===== src/rtl/l1a_trigger_buffer.sv =====
// l1a_trigger_buffer: Level-1-Accept front end.
// Keeps an orbit-aligned BX counter and an event counter, enforces a minimum
// trigger spacing, and queues {evt, bx} records in a first-word-fall-through
// FIFO drained by a valid/ready handshake.
// Optional: define L1A_DROP_CNT_EN to build a saturating rejected-trigger
// counter on 'dropped'; otherwise 'dropped' is tied to 0.
module l1a_trigger_buffer #(
    parameter int BX_W        = 12,
    parameter int BX_MAX      = 3563,
    parameter int EVT_W       = 24,
    parameter int DEPTH       = 16,
    parameter int MIN_SPACING = 3
) (
    input  logic                   clk,
    input  logic                   rst,
    input  logic                   bc0,
    input  logic                   ecr,
    input  logic                   l1a,
    output logic                   out_valid,
    input  logic                   out_ready,
    output logic [EVT_W-1:0]       out_evt,
    output logic [BX_W-1:0]        out_bx,
    output logic                   synced,
    output logic                   bx_err,
    output logic                   full,
    output logic [$clog2(DEPTH):0] count,
    output logic [15:0]            dropped
);

    localparam int AW = $clog2(DEPTH);
    localparam int HW = (MIN_SPACING > 2) ? $clog2(MIN_SPACING) : 1;
    localparam logic [BX_W-1:0] BX_LAST   = BX_W'(BX_MAX);
    localparam logic [HW-1:0]   HOLD_LOAD = (MIN_SPACING > 1) ? HW'(MIN_SPACING - 1) : '0;
    localparam logic [AW:0]     CNT_FULL  = (AW+1)'(DEPTH);

    typedef enum logic {UNSYNC, SYNC} state_t;

    state_t                 state;
    logic [BX_W-1:0]        bx;
    logic [EVT_W-1:0]       evt;
    logic [HW-1:0]          holdoff;
    logic [AW-1:0]          wr_ptr, rd_ptr;
    logic [EVT_W+BX_W-1:0]  mem [DEPTH];
    logic [EVT_W+BX_W-1:0]  head;
    logic [EVT_W-1:0]       rec_evt;
    logic                   accept, pop;

    // A pop in the same cycle does not make room: full is judged on the
    // registered occupancy only.
    assign full      = (count == CNT_FULL);
    assign out_valid = (count != '0);
    assign accept    = l1a & (state == SYNC) & (holdoff == '0) & ~full;
    assign pop       = out_valid & out_ready;
    // ecr coincident with an accept stamps the record with event 0
    assign rec_evt   = ecr ? '0 : evt;
    assign head      = mem[rd_ptr];
    assign out_evt   = out_valid ? head[EVT_W+BX_W-1:BX_W] : '0;
    assign out_bx    = out_valid ? head[BX_W-1:0] : '0;

    // Orbit sync FSM with BX counter and sticky misalignment flag
    always_ff @(posedge clk or posedge rst) begin
        if (rst) begin
            state  <= UNSYNC;
            synced <= 1'b0;
            bx_err <= 1'b0;
            bx     <= '0;
        end else begin
            if (bc0 || bx == BX_LAST) bx <= '0;
            else                      bx <= bx + BX_W'(1);
            case (state)
                UNSYNC: if (bc0) begin
                    state  <= SYNC;
                    synced <= 1'b1;
                end
                SYNC: if (bc0 && bx != BX_LAST) bx_err <= 1'b1;
                default: begin
                    state  <= UNSYNC;
                    synced <= 1'b0;
                end
            endcase
        end
    end

    // Event counter and trigger-spacing holdoff
    always_ff @(posedge clk or posedge rst) begin
        if (rst) begin
            evt     <= '0;
            holdoff <= '0;
        end else begin
            if (accept)    evt <= rec_evt + EVT_W'(1);
            else if (ecr)  evt <= '0;
            if (accept)               holdoff <= HOLD_LOAD;
            else if (holdoff != '0)   holdoff <= holdoff - HW'(1);
        end
    end

    // Record storage; contents are don't-care until written
    always_ff @(posedge clk) begin
        if (accept) mem[wr_ptr] <= {rec_evt, bx};
    end

    // FIFO pointers and occupancy
    always_ff @(posedge clk or posedge rst) begin
        if (rst) begin
            wr_ptr <= '0;
            rd_ptr <= '0;
            count  <= '0;
        end else begin
            if (accept) wr_ptr <= wr_ptr + AW'(1);
            if (pop)    rd_ptr <= rd_ptr + AW'(1);
            case ({accept, pop})
                2'b10:   count <= count + (AW+1)'(1);
                2'b01:   count <= count - (AW+1)'(1);
                default: count <= count;
            endcase
        end
    end

`ifdef L1A_DROP_CNT_EN
    // Saturating count of every rejected trigger
    always_ff @(posedge clk or posedge rst) begin
        if (rst)                                  dropped <= '0;
        else if (l1a && !accept && dropped != 16'hFFFF) dropped <= dropped + 16'd1;
    end
`else
    assign dropped = '0;
`endif

endmodule


===== config.mk =====
export PLATFORM = sky130hd
export DESIGN_NAME = l1a_trigger_buffer
export DESIGN_NICKNAME = d
export VERILOG_FILES = /design/src/rtl/l1a_trigger_buffer.sv
export SDC_FILE = /design/constraint.sdc
export NUM_CORES = 1
export LEC_CHECK = 0
export ABC_AREA = 1
export CAP_MARGIN = 5
export CORE_UTILIZATION = 30
export CTS_BUF_LIST = sky130_fd_sc_hd__clkbuf_8
export DETAILED_ROUTE_END_ITERATION = 8
export GPL_TIMING_DRIVEN = 0
export SLEW_MARGIN = 20
export SYNTH_ARGS = -nofsm -noshare
export SYNTH_HDL_FRONTEND = slang
export SYNTH_SLANG_ARGS = --single-unit

===== constraint.sdc =====
create_clock -name clk -period 4.3 [get_ports clk]
set_input_delay 0.86 -clock clk [delete_from_list [all_inputs] [get_ports clk]]
set_output_delay 0.86 -clock clk [all_outputs]
set_load 0.05 [all_outputs]

==> impl_metrics.py, run 1 <==
metrics = {
    "run_status": {
        "outcome": "finished, violations left",
        "violations": "setup timing",
    },
    "drt": {
        "ant_nets": 0,
        "vias": 17800,
        "drcViolationCount": 0,
        "wl_per_cell_um": 23.67,
        "drt-pass1-iter-count": 6,
        "vias_per_cell": 5.237,
        "wl_um": 80470,
        "drtIter0Drc": 2137,
    },
    "global_route": {
        "grt_pass1_wl_um": 116400,
        "grt_max_degree": 40,
        "first_global_vias": 17600,
        "grt_overflow": 0,
        "groute.usage.overall_pct": 18.45,
        "grt_antenna_before_repair": 3,
    },
    "setup_path": {
        "path_class": "flip-flop to primary output",
        "cp-start-kind": "flip-flop",
        "reg2reg_from": "holdoff[0]$_DFFE_PP0P_",
        "max_stage_delay_ns": 0.43,
        "worstPathMaxFanout": 10,
        "required_ns": 3.44,
        "end_kind": "primary output",
        "crit_start": "rd_ptr[1]$_DFFE_PP0P_",
        "worstPathArrival_ns": 3.46,
        "crit_chain": "buf_4 > clkbuf_4 > buf_2 > o21ai_0 > o221ai_1 > nand3_1 > a21oi_1 > clkdlybuf4s15_2",
        "crit_path_top_delay_cell": "clkdlybuf4s15_2",
    },
    "floorplan": {
        "fp-row-count": 106,
        "die_w_um": 293.3,
        "io_pins": 67,
        "die_height_um": 293.3,
        "core_area_um2": 83820,
        "die_area_um2": 86030,
        "start_util_pct": 30.37,
    },
    "power_and_ir_drop": {
        "switching_share_pct": 43.34,
        "finalPower_w": 0.02078,
        "switching_power_w": 0.009009,
        "vdd_ir_drop_max_mv": 0.5949,
        "leakagePower_nw": 10.42,
        "powerDensity_nw_per_um2": 683.5,
        "power_frac_seq_pct": 33.8,
        "pwr-share-comb_pct": 41.6,
        "clockPowerShare_pct": 24.5,
        "p_int_w": 0.01178,
    },
    "cells_and_area": {
        "fillers": 8068,
        "finalNetCount": 2202,
        "diodes": 0,
        "fin_util_pct": 36.28,
        "layout_commonest_cell": "edfxtp_1",
        "layout.cells.most_common_list": "576 x edfxtp_1, 321 x nor2_1, 253 x o21ai_0",
        "multi_input_area_um2": 6093,
        "ff_latch_area_um2": 18650,
        "drive_above_1_share_pct": 15.89,
        "syn_to_final_growth_pct": 19.45,
    },
    "synthesis": {
        "ys_warn_count": 0,
        "syn_inst": 1980,
        "synth_fa_ha_area_share_pct": 0.4915,
        "synth-xor-area-share_pct": 1.066,
        "ys_seq_elements": 630,
        "yosysSeqAreaShare_pct": 73.25,
        "synth-simple-area-share_pct": 9.392,
        "syn_area_um2": 25460,
        "ys_types": 38,
        "synth_compound_area_share_pct": 12.07,
        "syn_area_per_cell_um2": 12.86,
        "synth_top_family_by_area": "compound AO/OA/AOI/OAI gates",
        "synth.area.mux_share_pct": 0,
    },
    "timing": {
        "hold_slack_ns": 0.4669,
        "finalCritPeriodShare_pct": 100.4,
        "finalClockSkew_ns": 0.04133,
        "maxSlewViolCount": 0,
        "setup_ws_ns": -0.01824,
        "fmax_mhz": 231.6,
        "min_period_ns": 4.318,
        "worst_pin_slew_ns": 1.072,
        "slew_headroom_pct": 28.51,
        "rsz0062_at_grt": "true",
        "setup_violations": 1,
        "finalHoldViolCount": 0,
    },
    "cts": {
        "clock_latency_ns": 0.72,
        "root_buffer": "clkbuf_8",
        "cts_setup_buffers": 0,
        "cts-htree-levels": 3,
        "numCtsBuffers": 101,
        "ctsHoldBuffers": 0,
        "clk_pin_slew_worst_paths_ns": 0.06,
        "cts_buffer_depth": 3,
        "cts.sinks": 630,
        "cts_tree": "built",
    },
    "place": {
        "port_buffers": 50,
        "gp_congestion": 0.8468,
        "dp_hpwl_um": 53840,
    },
    "min_path": {
        "hold_class": "input port to async pin",
    },
    "flow_run": {
        "maxCapViolCount": 0,
    },
}
[cell type report]
class,instances,area share [%]
sequential,630,61.32
clock buffer,111,5.024
inverter,80,1.008
clock inverter,71,1.489
tap,1134,4.666
multi-input combinational,1144,20.04
buffer,141,2.378
timing repair buffer,88,4.077
[synthesized netlist by cell type (all sizes together)]
master / n / area, um2
dfrtp: 54 / 1351
clkbuf: 85 / 319.1
ha: 10 / 125.1
nor2: 358 / 1428
edfxtp: 576 / 17300
or2: 1 / 6.260
nor3b: 1 / 7.510
a21oi: 69 / 345.3
nand4: 4 / 25.02
clkinv: 1 / 3.750
nand3: 80 / 410.4
o21bai: 1 / 7.510
xor2: 17 / 148.9
nor4: 1 / 6.260
nand3b: 2 / 15.01
nand2: 107 / 401.6
o221ai: 116 / 1016
a31o: 1 / 8.760
conb: 1 / 3.750
xnor2: 14 / 122.6
o211ai: 4 / 30.03
o21ai: 311 / 1556
o22ai: 16 / 100.1
inv: 79 / 296.5
buf: 56 / 327.8
o21a: 1 / 7.510
nor3: 14 / 91.34
[state kept, by name, summed over array words and instances (netlist names), 2 cells and up]
signal	flops
evt	24
holdoff	2
bx	12
rd_ptr	4
wr_ptr	4
mem	576
count	5
[stage by stage]
step	setup WS (ns)	TNS, ns	area (um2)	instances
detailed placement	-0.06322	-0.1884	28320	3217
floorplan	0.08204	0	25510	1995
global route	-0.09062	-0.2031	30410	3399
CTS	-0.04922	-0.04922	30410	3399
finish	-0.01824	-0.01824	30410	3399
global placement	-4.092	-1229.16	27430	3179
[final timing paths]
check | cells past startpoint | end | slack (ns)
worst min-delay path | 2 | bx[3]$_DFF_PP0_ | 0.47
worst min register to register | 1 | bx_err$_DFFE_PP0P_ | 0.47
worst max register to register | 10 | mem[2][23]$_DFFE_PP_ | 1.34
worst max-delay path | 8 | out_evt[13] | -0.02
min in group clk | 1 | bx_err$_DFFE_PP0P_ | 0.47
max in group asynchronous | 3 | evt[15]$_DFF_PP0_ | 3.32
[timing repair]
item,in CTS,in global routing
gates resized for setup,141,42
pin swaps,0,0
endpoints found under the setup margin,36,32
[critical path: cells and delay by family, from the launching register on]
family | cells | cell delay (ns)
AOI/OAI and AO/OA | 3 | 0.79
buffers and inverters | 4 | 1.36
DFF | 1 | 0.42
and+or+nand+nor | 1 | 0.16
[power by group through the flow]
| stage | clock, W | sequential [W] | combinational, W |
|---|---|---|---|
| after floorplan | 0 | 0.00721 | 0.00493 |
| after global placement | 0 | 0.00716 | 0.00832 |
| after detailed placement | 0 | 0.00715 | 0.00857 |
| after CTS | 0.00513 | 0.00703 | 0.00855 |
| after global routing | 0.00538 | 0.00705 | 0.00911 |
| final | 0.00510 | 0.00703 | 0.00865 |
[per-layer routing]
layer	vias to the layer above	GRT usage (%)	share of wire, %
li1	7712	-	-
met1	8859	23.91	39
met2	1063	29.74	47
met3	166	4.259	11
met4	2	7.558	3.5
met5	-	0	0.016
[cell families (layout without fill, tap and decap cells)]
kind of cell / after synthesis / count (layout)
AND/OR/NAND/NOR: 568 / 568
XOR/XNOR: 31 / 31
flip-flops: 630 / 630
adder cells (fa/ha/maj): 10 / 10
buffers and inverters: 221 / 491
AO/OA/AOI/OAI: 519 / 519
other: 1 / 16
No activity file was read; power rests on OpenSTA's default activity.
==> run 2, diff against run 1 <==
--- a/config.mk
+++ b/config.mk
@@ -11,6 +11,7 @@
 export CTS_BUF_LIST = sky130_fd_sc_hd__clkbuf_8
 export DETAILED_ROUTE_END_ITERATION = 8
 export GPL_TIMING_DRIVEN = 0
+export RECOVER_POWER = 100
 export SLEW_MARGIN = 20
 export SYNTH_ARGS = -nofsm -noshare
 export SYNTH_HDL_FRONTEND = slang
==> run 2 against run 1 <==
  * The run ends with capacitance limit, slew limit, setup timing left
  * Clock skew is 0.0016 ns higher
  * Setup slack improved by 0.015 ns
  * Highest routed layer unchanged
  * Largest cell class unchanged
  * Sequential power about the same
  * Global-route usage unchanged
  * Final cell count stayed put
  * Utilization is 0.84 points lower
  * Clock-buffer cell count is the same
==> impl_metrics.py, run 2 (synthesis gave the netlist of run 1 again) <==
metrics = {
    "cts": {
        "cts_buffer_depth": 3,
        "ctsHoldBuffers": 0,
        "clock_latency_ns": 0.72,
        "cts.sinks": 630,
        "clk_pin_slew_worst_paths_ns": 0.06,
        "cts_setup_buffers": 0,
        "root_buffer": "clkbuf_8",
        "numCtsBuffers": 101,
        "cts-htree-levels": 3,
        "cts_tree": "built",
    },
    "setup_path": {
        "crit_chain": "buf_4 > clkbuf_4 > buf_2 > o21ai_0 > o221ai_1 > nand3_1 > a21oi_2 > clkdlybuf4s15_2",
        "crit_path_top_delay_cell": "clkdlybuf4s15_2",
        "crit_family": "buffers and inverters",
        "required_ns": 3.44,
        "timing.rr.end": "mem[0][23]$_DFFE_PP_",
        "end_kind": "primary output",
        "worstPathMaxFanout": 10,
        "cp-start-kind": "flip-flop",
        "ff2ff_path_depth": 10,
        "crit_buf_inv": 4,
        "reg2reg_slack_ns": 0.43,
        "path_class": "flip-flop to primary output",
        "reg2reg_from": "holdoff[0]$_DFFE_PP0P_",
        "worstPathArrival_ns": 3.44,
        "max_stage_delay_ns": 0.43,
    },
    "global_route": {
        "grt_antenna_before_repair": 3,
        "grt_overflow": 0,
        "grt_max_degree": 40,
        "groute.usage.overall_pct": 18.45,
        "first_global_vias": 17600,
        "grt_pass1_wl_um": 116400,
    },
    "timing": {
        "setup_violations": 2,
        "rsz0062_at_grt": "true",
        "fmax_mhz": 232.4,
        "setup_ws_ns": -0.002886,
        "hold_slack_ns": 0.4660,
        "finalHoldViolCount": 0,
        "maxSlewViolCount": 171,
        "slew_headroom_pct": -71.31,
        "finalCritPeriodShare_pct": 100.1,
        "finalClockSkew_ns": 0.04294,
        "worst_pin_slew_ns": 2.570,
        "min_period_ns": 4.303,
    },
    "place": {
        "dp_hpwl_um": 53840,
        "gp_congestion": 0.8468,
        "dpl_cell_area_um2": 28320,
        "port_buffers": 50,
    },
    "floorplan": {
        "fp-row-count": 106,
        "die_height_um": 293.3,
        "die_area_um2": 86030,
        "start_util_pct": 30.37,
        "io_pins": 67,
        "core_area_um2": 83820,
        "die_w_um": 293.3,
    },
    "min_path": {
        "min_delay_path_depth": 1,
        "hold_class": "flip-flop to flip-flop",
        "worstHoldStart": "bx_err$_DFFE_PP0P_",
        "min_to": "bx_err$_DFFE_PP0P_",
    },
    "power_and_ir_drop": {
        "powerDensity_nw_per_um2": 696.0,
        "vdd_ir_drop_max_mv": 0.5777,
        "leakagePower_nw": 10.21,
    },
    "cells_and_area": {
        "top_regs": "mem: 576 flops, evt: 24 flops, bx: 12 flops",
        "largest_reg_flops": 576,
        "drive_above_1_share_pct": 13.42,
        "layout_commonest_cell": "edfxtp_1",
        "final_area_um2": 29710,
        "layout.cells.most_common_list": "576 x edfxtp_1, 353 x nor2_1, 255 x o21ai_0",
        "regMostFlops": "mem",
        "finalNetCount": 2202,
        "syn_to_final_growth_pct": 16.69,
        "diodes": 0,
    },
    "drt": {
        "wl_um": 80560,
        "drtIter0Drc": 2075,
        "ant_nets": 0,
        "drcViolationCount": 0,
        "drt-pass1-iter-count": 5,
        "wl_per_cell_um": 23.70,
        "vias_per_cell": 5.229,
        "vias": 17780,
    },
    "run_status": {
        "outcome": "finished, violations left",
        "violations": "capacitance limit, slew limit, setup timing",
    },
    "flow_run": {
        "maxCapViolCount": 9,
    },
}
-- run 2: cell types whose count changed in the layout (fill, tap and decap cells not counted), sizes merged --
| cell | delta |
|---|---|
| clkinvlp | +1 |
| buf | -35 |
| clkbuf | +35 |
| inv | -1 |
| clkdlybuf4s50 | -13 |
| dlygate4sd3 | +13 |
-- run 2: worst reg2reg max path, stage by stage, from the launching register on --
cell      delay, ns
dfrtp_1        0.36
inv_1          0.08
ha_1           0.17
inv_1          0.05
nor2_1         0.10
nand2_1        0.13
inv_1          0.33
clkbuf_1       0.42
nand2_1        0.21
nor2_1         0.97
buf_2          0.68
-- run 2: layout make-up --
| cell class | instances | area (um2) |
|---|---|---|
| buffer | 141 | 705.7 |
| sequential | 630 | 18650 |
| multi-input combinational | 1144 | 5889 |
| timing repair buffer | 88 | 758.2 |
| fill | 8187 | 54110 |
| tap | 1134 | 1419 |
| inverter | 80 | 305.3 |
| clock buffer | 111 | 1528 |
| clock inverter | 71 | 452.9 |
-- run 2: power breakdown --
group / switching (W) / internal, W / leakage, nW
Combinational: 0.00644 / 0.00210 / 3.03
Clock: 0.00238 / 0.00272 / 1.12
Sequential: 0.000137 / 0.00690 / 6.07
Total: 0.00896 / 0.0117 / 10.2
-- run 2: layer usage --
metal	wire [um]	up-vias	GRT usage, %
met5	13	-	0
met4	2956	2	7.558
met3	8567	180	4.259
met2	37510	1065	29.74
met1	31510	8832	23.91
li1	-	7696	-
-- run 2: what timing repair did --
item	CTS	global route
setup endpoints to repair	36	32
gates cloned	0	0
gates resized for setup	141	42
-- run 2: stage by stage --
| step | TNS, ns | instances | power, W | worst slack (ns) | util [%] |
|---|---|---|---|---|---|
| floorplan | 0 | 1995 | 0.01213 | 0.08204 | - |
| global placement | -1229.16 | 3179 | 0.01548 | -4.092 | 32.73 |
| detailed placement | -0.1884 | 3217 | 0.01572 | -0.06322 | 33.79 |
| CTS | -0.04922 | 3399 | 0.02071 | -0.04922 | 36.28 |
| global route | -2.883 | 3399 | 0.02143 | -0.09062 | 35.44 |
| finish | -0.003514 | 3399 | 0.02068 | -0.002886 | 35.44 |
-- run 2: worst max-delay path by stage --
stage,slack (ns),to,cells past startpoint,start
3_3_place_gp,-4.09,mem[3][8]$_DFFE_PP_,6,l1a
2_1_floorplan,0.08,mem[11][0]$_DFFE_PP_,5,l1a
5_1_grt,-0.09,out_evt[14],7,rd_ptr[1]$_DFFE_PP0P_
4_1_cts,-0.05,out_bx[8],5,rd_ptr[3]$_DFFE_PP0P_
3_5_place_dp,-0.06,out_evt[18],8,rd_ptr[1]$_DFFE_PP0P_
6_report,-0.003,out_evt[17],8,rd_ptr[1]$_DFFE_PP0P_
==> run 3, diff against run 2 <==
==> constraint.sdc (replaced) <==
create_clock -name clk -period 4.9 [get_ports clk]
set_input_delay 0.98 -clock clk [delete_from_list [all_inputs] [get_ports clk]]
set_output_delay 0.98 -clock clk [all_outputs]
set_load 0.05 [all_outputs]
==> run 3 against run 2 <==
  * The flow still finishes with violations (capacitance limit, slew limit, setup timing)
  * Clock power shrank 12%
  * Via count down 0.32%
  * Critical path depth decreased by 1
  * Largest power group unchanged
  * Hold slack barely moved
  * Die area stayed put
==> impl_metrics.py, run 3 (synthesis gave the netlist of run 1 again) <==
metrics = {
    "run_status": {
        "outcome": "finished, violations left",
        "violations": "capacitance limit, slew limit, setup timing",
    },
    "setup_path": {
        "crit_chain": "clkbuf_1 > inv_1 > clkbuf_1 > clkbuf_1 > nand3_1 > a21oi_1 > dlygate4sd2_1",
        "timing.critical_path.depth": 7,
        "timing.rr.end": "mem[4][0]$_DFFE_PP_",
        "cp-start-kind": "flip-flop",
        "crit_path_top_delay_cell": "clkbuf_1",
        "crit_buf_inv": 5,
        "required_ns": 3.92,
        "max_stage_delay_ns": 0.70,
        "end_kind": "primary output",
        "crit_start": "rd_ptr[3]$_DFFE_PP0P_",
        "ff2ff_path_depth": 11,
        "reg2reg_from": "holdoff[0]$_DFFE_PP0P_",
        "crit_family": "buffers and inverters",
        "cp_common_cell": "clkbuf_1",
        "endpoint": "out_evt[13]",
        "worstPathArrival_ns": 3.93,
        "reg2reg_slack_ns": 0.66,
        "path_class": "flip-flop to primary output",
        "worstPathMaxFanout": 10,
    },
    "timing": {
        "finalHoldViolCount": 0,
        "rsz0062_at_grt": "false",
        "setup_violations": 1,
        "maxSlewViolCount": 264,
        "finalClockSkew_ns": 0.03981,
        "min_period_ns": 4.914,
        "finalCritPeriodShare_pct": 100.3,
        "setup_ws_ns": -0.01419,
        "worst_pin_slew_ns": 2.518,
        "fmax_mhz": 203.5,
        "slew_headroom_pct": -67.88,
        "finalSetupTns_ns": -0.01419,
        "hold_slack_ns": 0.4659,
    },
    "cells_and_area": {
        "layout.cells.most_common_list": "576 x edfxtp_1, 357 x nor2_1, 257 x o21ai_0",
        "syn_to_final_growth_pct": 15.96,
        "regMostFlops": "mem",
        "drive_above_1_share_pct": 9.717,
        "top_regs": "mem: 576 flops, evt: 24 flops, bx: 12 flops",
        "finalNetCount": 2201,
        "largest_reg_flops": 576,
        "final_area_um2": 29520,
        "layout_commonest_cell": "edfxtp_1",
        "instances_no_fill": 3398,
        "diodes": 0,
    },
    "place": {
        "dpl_cell_area_um2": 28320,
        "port_buffers": 50,
        "dp_hpwl_um": 53840,
        "placed_cells": 3217,
        "gp_congestion": 0.8468,
    },
    "flow_run": {
        "maxCapViolCount": 16,
    },
    "floorplan": {
        "fp-row-count": 106,
        "die_w_um": 293.3,
        "die_height_um": 293.3,
        "die_area_um2": 86030,
        "io_pins": 67,
        "core_area_um2": 83820,
        "start_util_pct": 30.37,
    },
    "drt": {
        "wl_per_cell_um": 23.66,
        "wl_um": 80390,
        "drcViolationCount": 0,
        "drtIter0Drc": 2224,
        "drt-pass1-iter-count": 6,
        "ant_nets": 0,
        "vias": 17720,
        "vias_per_cell": 5.214,
    },
    "power_and_ir_drop": {
        "pwr-share-comb_pct": 40.6,
        "vdd_ir_drop_max_mv": 0.4944,
        "powerDensity_nw_per_um2": 607.3,
        "power_frac_seq_pct": 34.4,
        "leakagePower_nw": 10.10,
        "p_int_w": 0.01012,
        "switching_share_pct": 43.57,
        "clockPowerShare_pct": 25.0,
        "switching_power_w": 0.007813,
    },
    "min_path": {
        "hold_class": "flip-flop to flip-flop",
    },
    "cts": {
        "root_buffer": "clkbuf_8",
        "cts-htree-levels": 3,
        "numCtsBuffers": 101,
        "clk_pin_slew_worst_paths_ns": 0.07,
        "cts_tree": "built",
        "clock_latency_ns": 0.70,
        "cts_buffer_depth": 3,
        "ctsHoldBuffers": 0,
        "cts.sinks": 630,
    },
    "global_route": {
        "first_global_vias": 17580,
        "grt_antenna_before_repair": 2,
        "groute.usage.overall_pct": 18.41,
        "grt_pass1_wl_um": 116200,
        "grt_overflow": 0,
        "grt_max_degree": 40,
    },
}
==> run 3: cell count changes in the layout (fill, tap and decap cells not counted), sizes merged <==
cell | before | now
dlymetal6s2s | 0 | 1
dlygate4sd2 | 1 | 25
dlymetal6s4s | 0 | 1
buf | 63 | 51
clkbuf | 235 | 245
clkdlybuf4s15 | 27 | 2
==> run 3: worst min-delay path by stage <==
| stage | startpoint | end | slack [ns] | cells after the start |
|---|---|---|---|---|
| 2_1_floorplan | state$_DFF_PP0_ | synced$_DFFE_PP0P_ | 0.46 | 1 |
| 3_3_place_gp | bx_err$_DFFE_PP0P_ | bx_err$_DFFE_PP0P_ | 0.46 | 1 |
| 3_5_place_dp | bx_err$_DFFE_PP0P_ | bx_err$_DFFE_PP0P_ | 0.47 | 1 |
| 4_1_cts | bx_err$_DFFE_PP0P_ | bx_err$_DFFE_PP0P_ | 0.48 | 1 |
| 5_1_grt | bx_err$_DFFE_PP0P_ | bx_err$_DFFE_PP0P_ | 0.50 | 1 |
| 6_report | bx_err$_DFFE_PP0P_ | bx_err$_DFFE_PP0P_ | 0.47 | 1 |
==> run 3: power by group through the flow <==
| stage | Clock (W) | Sequential, W | Combinational [W] |
|---|---|---|---|
| final | 0.00448 | 0.00617 | 0.00728 |
| after global routing | 0.00472 | 0.00619 | 0.00769 |
| after CTS | 0.00450 | 0.00616 | 0.00739 |
| after detailed placement | 0 | 0.00627 | 0.00752 |
| after global placement | 0 | 0.00628 | 0.00731 |
| after floorplan | 0 | 0.00632 | 0.00432 |
==> run 3: final cells by class <==
| type | instances | area [um2] |
|---|---|---|
| Fill cell | 8222 | 54300 |
| Inverter | 80 | 301.5 |
| Clock inverter | 71 | 452.9 |
| Tap cell | 1134 | 1419 |
| Multi-Input combinational cell | 1144 | 5841 |
| Buffer | 140 | 648.1 |
| Sequential cell | 630 | 18650 |
| Clock buffer | 111 | 1528 |
| Timing Repair Buffer | 88 | 684.4 |
==> run 3: routing by layer <==
layer	GRT usage, %	routed length [um]	share of wire, %	vias up
li1	-	-	-	7696
met1	23.97	31560	39	8797
met2	29.84	37580	47	1060
met3	4.070	8430	10	165
met4	7.254	2826	3.5	0
met5	0	0	0	-
==> run 3: timing repair <==
item | in CTS | in global routing
setup endpoints to repair | 35 | 14
buffers inserted | 0 | 0
cloned | 0 | 0
resized for setup | 40 | 30
==> run 3: through the flow <==
step	worst slack (ns)	util, %	power [W]
after floorplan	0.5620	-	0.01065
after global placement	-3.612	32.73	0.01359
after detailed placement	0.4168	33.79	0.01380
after CTS	0.002315	36.13	0.01806
after global routing	0.002814	35.22	0.01860
final	-0.01419	35.22	0.01793
